$ cat src/rtl/fm_op_sched.sv
// fm_op_sched: per-sample operator scheduler for the FM synthesis engine.
//
// Walks NUM_OPS operator slots of OP_CYCLES clocks each and drives the shared
// envelope-generator datapath behind the operator-state RAM. It also keeps
// the per-operator key-on history, runs the post-reset clear sweep, and owns
// the tremolo (AM) LFO.
//
// Ports:
//   clk, rst      - system clock; synchronous active-high reset
//   sample_start  - one-clock pulse requesting a full operator pass
//   soft_clear    - one-clock pulse requesting a clear sweep of all operators
//   kon           - key-on of the operator addressed by op_sel (combinational)
//   am_depth      - tremolo depth: 1 = deep, 0 = shallow
//   op_sel        - current operator index
//   next          - write-back strobe, last cycle of each slot
//   op_reset      - force addressed operator to release/max attenuation
//   restart       - force addressed operator into attack
//   am_val        - tremolo attenuation offset, constant within a pass
//   busy          - a pass or sweep is in progress
//   done          - one-clock pulse after the final write-back of a RUN pass
//   overrun       - sticky: a run request arrived while one was already queued
//   fsm_state     - debug view of the scheduler state (0 idle, 1 clear, 2 run)
//
// Request/strobe semantics: sample_start and soft_clear are single-cycle
// pulses with no ready; they are always accepted. A request that cannot start
// immediately is latched as pending (one deep per kind) and launched at the
// next pass boundary with no idle gap. next, done are single-cycle strobes.
module fm_op_sched #(
  parameter int NUM_OPS   = 36,
  parameter int OP_CYCLES = 4
) (
  input  logic       clk,
  input  logic       rst,
  input  logic       sample_start,
  input  logic       soft_clear,
  input  logic       kon,
  input  logic       am_depth,
  output logic [5:0] op_sel,
  output logic       next,
  output logic       op_reset,
  output logic       restart,
  output logic [5:0] am_val,
  output logic       busy,
  output logic       done,
  output logic       overrun,
  output logic [1:0] fsm_state
);

  localparam int IW = (NUM_OPS > 1) ? $clog2(NUM_OPS) : 1;
  localparam logic [3:0] SLOT_LAST = 4'(OP_CYCLES - 1);
  localparam logic [5:0] OP_LAST   = 6'(NUM_OPS - 1);

  typedef enum logic [1:0] {
    S_IDLE  = 2'd0,
    S_CLEAR = 2'd1,
    S_RUN   = 2'd2
  } state_t;

  state_t             state;
  logic [3:0]         slot_cnt;
  logic [NUM_OPS-1:0] kon_hist;
  logic               pend_run;
  logic               pend_clr;
  logic [5:0]         am_div;
  logic [5:0]         am_pos;
  logic [5:0]         tri_val;
  logic [IW-1:0]      idx;

  assign idx       = op_sel[IW-1:0];
  assign busy      = (state != S_IDLE);
  assign next      = busy && (slot_cnt == SLOT_LAST);
  assign op_reset  = (state == S_CLEAR);
  // Key-on edge detect against the history written at the previous pass.
  assign restart   = (state == S_RUN) && kon && !kon_hist[idx];
  assign fsm_state = state;

  // Triangle over am_pos 0..51: rises 0..25, falls back 25..0.
  assign tri_val = (am_pos < 6'd26) ? am_pos : (6'd51 - am_pos);

  always_ff @(posedge clk) begin
    if (rst) begin
      state    <= S_CLEAR;
      slot_cnt <= '0;
      op_sel   <= '0;
      kon_hist <= '0;
      pend_run <= 1'b0;
      pend_clr <= 1'b0;
      overrun  <= 1'b0;
      done     <= 1'b0;
      am_div   <= '0;
      am_pos   <= '0;
      am_val   <= '0;
    end else begin
      done <= 1'b0;
      // Only refreshed between passes so every operator of a pass sees the
      // same tremolo offset.
      if (state == S_IDLE) begin
        am_val <= am_depth ? tri_val : (tri_val >> 2);
      end
      case (state)
        S_IDLE: begin
          if (soft_clear || pend_clr) begin
            state    <= S_CLEAR;
            pend_clr <= 1'b0;
            if (sample_start) pend_run <= 1'b1;
          end else if (sample_start || pend_run) begin
            state    <= S_RUN;
            pend_run <= 1'b0;
          end
        end
        default: begin
          if (soft_clear) pend_clr <= 1'b1;
          if (sample_start) begin
            if (pend_run) overrun <= 1'b1;
            pend_run <= 1'b1;
          end
          if (next) begin
            slot_cnt      <= '0;
            kon_hist[idx] <= (state == S_RUN) ? kon : 1'b0;
            if (op_sel == OP_LAST) begin
              op_sel <= '0;
              if (state == S_RUN) begin
                done   <= 1'b1;
                am_div <= am_div + 6'd1;
                if (am_div == 6'd63) begin
                  am_pos <= (am_pos == 6'd51) ? 6'd0 : am_pos + 6'd1;
                end
              end
              // Pass boundary: clear outranks run; a queued run survives a
              // clear and is launched after it. The later assignments here
              // override the request latching above.
              if (pend_clr || soft_clear) begin
                state    <= S_CLEAR;
                pend_clr <= 1'b0;
              end else if (pend_run || sample_start) begin
                state    <= S_RUN;
                pend_run <= pend_run && sample_start;
              end else begin
                state <= S_IDLE;
              end
            end else begin
              op_sel <= op_sel + 6'd1;
            end
          end else begin
            slot_cnt <= slot_cnt + 4'd1;
          end
        end
      endcase
    end
  end

endmodule

$ cat config.mk
export PLATFORM = sky130hd
export DESIGN_NAME = fm_op_sched
export DESIGN_NICKNAME = d
export VERILOG_FILES = /design/src/rtl/fm_op_sched.sv
export SDC_FILE = /design/constraint.sdc
export NUM_CORES = 1
export LEC_CHECK = 0
export CORE_UTILIZATION = 50
export CTS_BUF_LIST = sky130_fd_sc_hd__clkbuf_4 sky130_fd_sc_hd__clkbuf_8
export DETAILED_ROUTE_END_ITERATION = 8
export PLACE_DENSITY_LB_ADDON = 0.2
export REMOVE_ABC_BUFFERS = 1
export SYNTH_ARGS = -nofsm -noshare
export SYNTH_HDL_FRONTEND = slang
export SYNTH_SLANG_ARGS = --single-unit
$ cat constraint.sdc
create_clock -name clk -period 3.58 [get_ports clk]
set_clock_uncertainty 0.15 [all_clocks]
set_input_delay 0.358 -clock clk [delete_from_list [all_inputs] [get_ports clk]]
set_output_delay 0.358 -clock clk [all_outputs]
set_load 0.01 [all_outputs]
Yosys cells after proc, flatten, opt, wreduce, memory -nomap -nowiden
Cells that the tools add are included.
Word-level totals
  bits in registers: 70
  bits of input ports: 6
  output and inout port bits: 20
  word-level logic and storage cells: 81
Cells by class
  add/subtract/negate cells: 5
  $lt $le $gt $ge: 3
  equality and inequality tests: 8
  multiplexer cells: 33
  bitwise logic cells: 3
  reductions and logical operators: 18
Operator list (count)
  36-bit bitwise mux: 1
  6-bit 2-to-1 mux: 4
  6-bit by 1-bit adder with 6-bit output, second input constant: 3
  6-bit == test, second input constant: 3
  1-bit 2-to-1 mux: 18
  2-bit 2-to-1 mux: 7
  6-bit by 7-bit < comparator with 1-bit output, second input constant: 1
  1-bit binary-select mux with 6-bit select: 1
  1-bit demux with 6-bit select: 1
  6-bit by 1-bit >= comparator with 1-bit output, second input constant: 1
  6-bit by 5-bit < comparator with 1-bit output, second input constant: 1
  3-bit AND reduction: 2
  2-bit nonzero test: 3
  6-bit subtractor, first input constant: 1
  1-bit logical AND: 5
  5-bit AND reduction: 1
  4-bit by 1-bit adder with 4-bit output, second input constant: 1
  4-bit by 2-bit == test with 1-bit output, second input constant: 1
  4-bit 2-to-1 mux: 1
  4-bit AND reduction: 1
  4-bit OR reduction: 1
  3-bit by 1-bit != test with 1-bit output, second input constant: 1
  1-bit inverter: 3
  2-bit by 1-bit == test with 1-bit output, second input constant: 1
  6 further kinds: 7

Logic depth before layout (Yosys ltp)
Gate-level depths: netlist (run 1).
  depth after elaboration: 6
  gate-level depth with buffers: 7
  gate-level depth less buffers: 7

Worst setup path before layout (run 1)
OpenSTA, ideal clock, no wires.
  path type: reg-to-output
  start point: register op_sel[1]
  end point: output restart
  data arrival time: 1953 ps
  setup slack: 1119 ps
  stages on the path, launching flop included: 7
  path buffers: 2
  cell sequence: dfxtp_1 > clkbuf_1 > buf_1 > mux4_2 > a32oi_1 > o2111ai_1 > a211oi_1
On the way
  cells in the longest elaborated chain, start to end: 4
Ends and longest elaborated chain
  start: declaration: RTL line 38  | output logic [5:0] op_sel,
  start signal: assignment: RTL line 142  | op_sel <= op_sel + 6'd1;
  1-bit binary-select mux with 6-bit select: RTL line 74  | assign restart = (state == S_RUN) && kon && !kon_hist[idx];
  1-bit 2-to-1 mux (implied by the code): RTL line 74
  1-bit zero test: RTL line 74
  1-bit logical AND: RTL line 74
  end: declaration: RTL line 41  | output logic restart,
No other way between the ends. The select of a mux whose other input is x is not followed.

Worst setup path after layout (run 1)
  start point: register op_sel[2]
  end point: output restart
Same word-level chain as after synthesis.

==> results of run 1 <==
[cells by family after synthesis]
group | share of synthesized area, %
muxes | 4.41
AOI/OAI and AO/OA | 17.9
buffers and inverters | 5.21
xor gates and xnor gates | 3.16
and+or+nand+nor | 28.0
adders and majority gates | 2.43
DFF | 38.9
[cells in the mapped netlist (4+ instances only)]
| master | instances | area share (%) |
|---|---|---|
| sky130_fd_sc_hd__nand2_1 | 77 | 8.0 |
| sky130_fd_sc_hd__dfxtp_1 | 70 | 39 |
| sky130_fd_sc_hd__a21oi_1 | 58 | 8.1 |
| sky130_fd_sc_hd__nor2_1 | 47 | 4.9 |
| sky130_fd_sc_hd__o21ai_0 | 29 | 4.0 |
| sky130_fd_sc_hd__clkbuf_1 | 26 | 2.7 |
| sky130_fd_sc_hd__nand3_1 | 24 | 3.3 |
| sky130_fd_sc_hd__inv_1 | 10 | 1.0 |
| sky130_fd_sc_hd__mux2i_1 | 8 | 2.2 |
| sky130_fd_sc_hd__nor3_1 | 8 | 1.1 |
| sky130_fd_sc_hd__xnor2_1 | 8 | 1.9 |
| sky130_fd_sc_hd__ha_1 | 7 | 2.4 |
| sky130_fd_sc_hd__nand4_1 | 6 | 1.0 |
| sky130_fd_sc_hd__or3_1 | 5 | 0.87 |
| sky130_fd_sc_hd__xor2_1 | 5 | 1.2 |
| sky130_fd_sc_hd__buf_1 | 4 | 0.42 |
| sky130_fd_sc_hd__nand2b_1 | 4 | 0.69 |
| sky130_fd_sc_hd__nor2b_1 | 4 | 0.69 |
| sky130_fd_sc_hd__o22ai_1 | 4 | 0.69 |
[how the worst min path moves through the flow]
stage                start           to
6_report         am_val[4]    am_val[4]
5_1_grt        kon_hist[8]  kon_hist[8]
4_1_cts          am_val[4]    am_val[4]
3_5_place_dp     am_val[4]    am_val[4]
3_3_place_gp     am_val[4]    am_val[4]
2_1_floorplan          rst    am_pos[0]
[sequential cells by signal, summed over array words and instances (netlist names)]
name / flops
am_val: 6
am_pos: 6
pend_run: 1
am_div: 6
op_sel: 6
fsm_state: 2
pend_clr: 1
slot_cnt: 4
done: 1
overrun: 1
kon_hist: 36
[power by group]
group | total (mW) | internal (mW) | switching (mW)
Sequential | 0.793 | 0.784 | 0.00832
Combinational | 0.0538 | 0.0200 | 0.0338
Clock | 0.705 | 0.408 | 0.297
Total | 1.55 | 1.21 | 0.339
[worst max-delay path, delay by kind of cell (launching register included)]
family / cells / cell delay (ns)
mux: 1 / 0.41
flops: 1 / 0.92
buf+inv: 1 / 0.57
compound gates: 4 / 0.65
[per-layer routing]
| layer | global-route usage, % | up-vias | wire length [um] |
|---|---|---|---|
| li1 | - | 1637 | - |
| met3 | 5.40 | 21 | 192 |
| met5 | 0 | - | 0 |
| met4 | 9.70 | 0 | 243 |
| met2 | 41.7 | 53 | 4160 |
| met1 | 27.4 | 1528 | 3630 |
[layout by cell type, fill, tap and decap left out, types with 4 or more instances in the layout]
cell type and count:
sky130_fd_sc_hd__mux2i_1 8, sky130_fd_sc_hd__o22ai_1 4, sky130_fd_sc_hd__a21oi_1 58, sky130_fd_sc_hd__nand2_1 77, sky130_fd_sc_hd__nand4_1 6, sky130_fd_sc_hd__nand2b_1 4, sky130_fd_sc_hd__nor2_1 46, sky130_fd_sc_hd__nor3_1 8
sky130_fd_sc_hd__buf_4 5, sky130_fd_sc_hd__xor2_1 5, sky130_fd_sc_hd__inv_1 10, sky130_fd_sc_hd__ha_1 7, sky130_fd_sc_hd__dfxtp_1 70, sky130_fd_sc_hd__xnor2_1 8, sky130_fd_sc_hd__nor2b_1 4, sky130_fd_sc_hd__o21ai_0 29
sky130_fd_sc_hd__or3_1 5, sky130_fd_sc_hd__nand3_1 24, sky130_fd_sc_hd__clkdlybuf4s50_1 24, sky130_fd_sc_hd__clkbuf_8 10
[metrics by stage]
step / utilization [%] / instance area, um2 / setup slack (ns) / hold WS (ns)
after detailed placement: 56.1 / 3860 / 0.588 / 0.298
after floorplan: - / 3450 / 0.725 / 0.277
after global routing: 59.4 / 4080 / 0.0342 / 0.331
after global placement: 56.1 / 3860 / 0.642 / 0.297
after CTS: 59.4 / 4080 / 0.165 / 0.311
final: 59.4 / 4080 / 0.177 / 0.308
[layout make-up]
cell class                 instances  area, um2  area share (%)
clock inverter                     6       85.1            2.09
inverter                          10       37.5           0.920
multi-input combinational        351       2010            49.4
sequential                        70       1400            34.4
tap                               96        120            2.94
clock buffer                      10        138            3.37
timing repair buffer              30        283            6.93
==> results.yml, run 1 <==
status:
  result_of_the_run: "finished clean"
routing:
  route.detailed.drc: 0
  drt-initial-drc-count: 230
  detail-route-antenna-nets: 0
  detailroute.via_count: 3239
  avgRoutedWirePerCell_um: 14.3
  viasPerCell: 5.65
  wl_mm: 8.22
  drt_pass1_iterations: 4
sta:
  post-route-min-period_ns: 3.40
  final-hold-violation-count: 0
  setup_viol_count_final: 0
  maxSlewViolCount: 0
  timing.slew.headroom_pct: 32.7
  final.period_utilization_pct: 95.1
  tightest_slew_ns: 1.01
  grt_setup_unrepaired: "false"
  timing.setup.tns_ns: 0
  max_freq_mhz: 294
place:
  post-place-cells: 557
  placement.io_buffers: 25
  place.gp.congestion: 0.898
  hpwlAfterDp_mm: 5.62
die:
  floorplan.rows: 30
  effective_utilization_at_floorplan_pct: 52.4
  floorplan.die.width_um: 86.9
  core_area_um2: 6870
  i_o_pin_count: 26
  floorplan.die.height_um: 86.9
  die-area_um2: 7550
layout:
  drive_gt1_share_pct: 7.34
  filler_cell_count: 658
  antenna_cells: 0
  area.growth.synth_to_final_pct: 13.3
  finish.cell_count_without_fillers: 573
  final_nets: 485
clock_network:
  clock_tree.root_cell: "sky130_fd_sc_hd__clkbuf_8"
  worst_skew_pair.late_latency_ns: 0.34
  worst_setup_hold_path_clk_slew_ns: 0.07
  clock_tree.buffer_depth: 2
  cts.hold.buffers_added: 0
  htree_levels: 3
  cts_made_buffers: 9
  clock_tree_from_tritoncts: "yes"
  post_cts_resize_count: 0
  clkSinkCount: 70
  cts.repair_timing.setup_buffer_count: 0
global_routing:
  via_count_of_the_first_global_routing_pass: 3013
  antenna_found_initial: 0
  globalRouteTotalUtil_pct: 23.6
  overflow: 0
  pin_count_of_the_biggest_net_entering_global_routing: 41
  grt_first_pass_wirelength_mm: 13.8
synth:
  synth.yosys.warnings: 0
  netlist_instances: 466
  synth_area_um2: 3600
  synth-edff-count: 0
  post_synth.cell_area_avg_um2: 7.73
  synth_seq_area_share_pct: 38.9
  asyncSetResetFlopFracSynth_pct: 0
  synth_seq_cells: 70
  synthFlopType: "sky130_fd_sc_hd__dfxtp_1"
  synth_cell_types: 55
setup_path:
  crit_required_ns: 3.07
  r2r_slack_ns: 0.82
  setup.worst_path.start: "op_sel[2]"
  worstRegToRegCells: 4
  worst-setup-path-type: "flip-flop to output port"
  critPathCapture: "restart"
  r2r-start: "op_sel[2]"
  peak_per_stage_delay_on_the_critical_path_ns: 0.92
  crit-reg2reg-capture: "op_sel[5]"
  crit_path_top_delay_cell: "sky130_fd_sc_hd__dfxtp_1"
  crit_path_cell_trace: "mux2_2, a22o_1, a21oi_1, a21oi_1, a211oi_1, clkdlybuf4s50_1"
  critical_path_arrival_ns: 2.90
  crit_path_end_kind: "output port"
  startpoint_type: "flip-flop"
  most_repeated_library_cell_on_the_critical_path: "sky130_fd_sc_hd__a21oi_1"
  worstPathMaxFanout: 22
power_and_ir_drop:
  vdd_ir_drop_max_mv: 0.232
  power.density_cell_area_nw_per_um2: 380
  power_leakage_nw: 1.31
  total_power_mw: 1.55
run:
  drv.max_cap_violation_count: 0
hold_path:
  hold_path_depth: 2
  hp-class: "flip-flop to flip-flop"
(Power assumes the default switching activity.)
==> inputs of run 2 (changes only) <==
--- a/config.mk
+++ b/config.mk
@@ -8,6 +8,7 @@
 export CORE_UTILIZATION = 50
 export CTS_BUF_LIST = sky130_fd_sc_hd__clkbuf_4 sky130_fd_sc_hd__clkbuf_8
 export DETAILED_ROUTE_END_ITERATION = 8
+export HOLD_SLACK_MARGIN = 0.06
 export PLACE_DENSITY_LB_ADDON = 0.2
 export REMOVE_ABC_BUFFERS = 1
 export SYNTH_ARGS = -nofsm -noshare
==> results of run 2 <==
Final layout, timing and power as in run 1 (identical DEF).
==> inputs of run 3 (changes only) <==
--- a/config.mk
+++ b/config.mk
@@ -5,6 +5,7 @@
 export SDC_FILE = /design/constraint.sdc
 export NUM_CORES = 1
 export LEC_CHECK = 0
+export CAP_MARGIN = 20
 export CORE_UTILIZATION = 50
 export CTS_BUF_LIST = sky130_fd_sc_hd__clkbuf_4 sky130_fd_sc_hd__clkbuf_8
 export DETAILED_ROUTE_END_ITERATION = 8
==> results of run 3 <==
Final layout, timing and power as in run 1 (identical DEF).
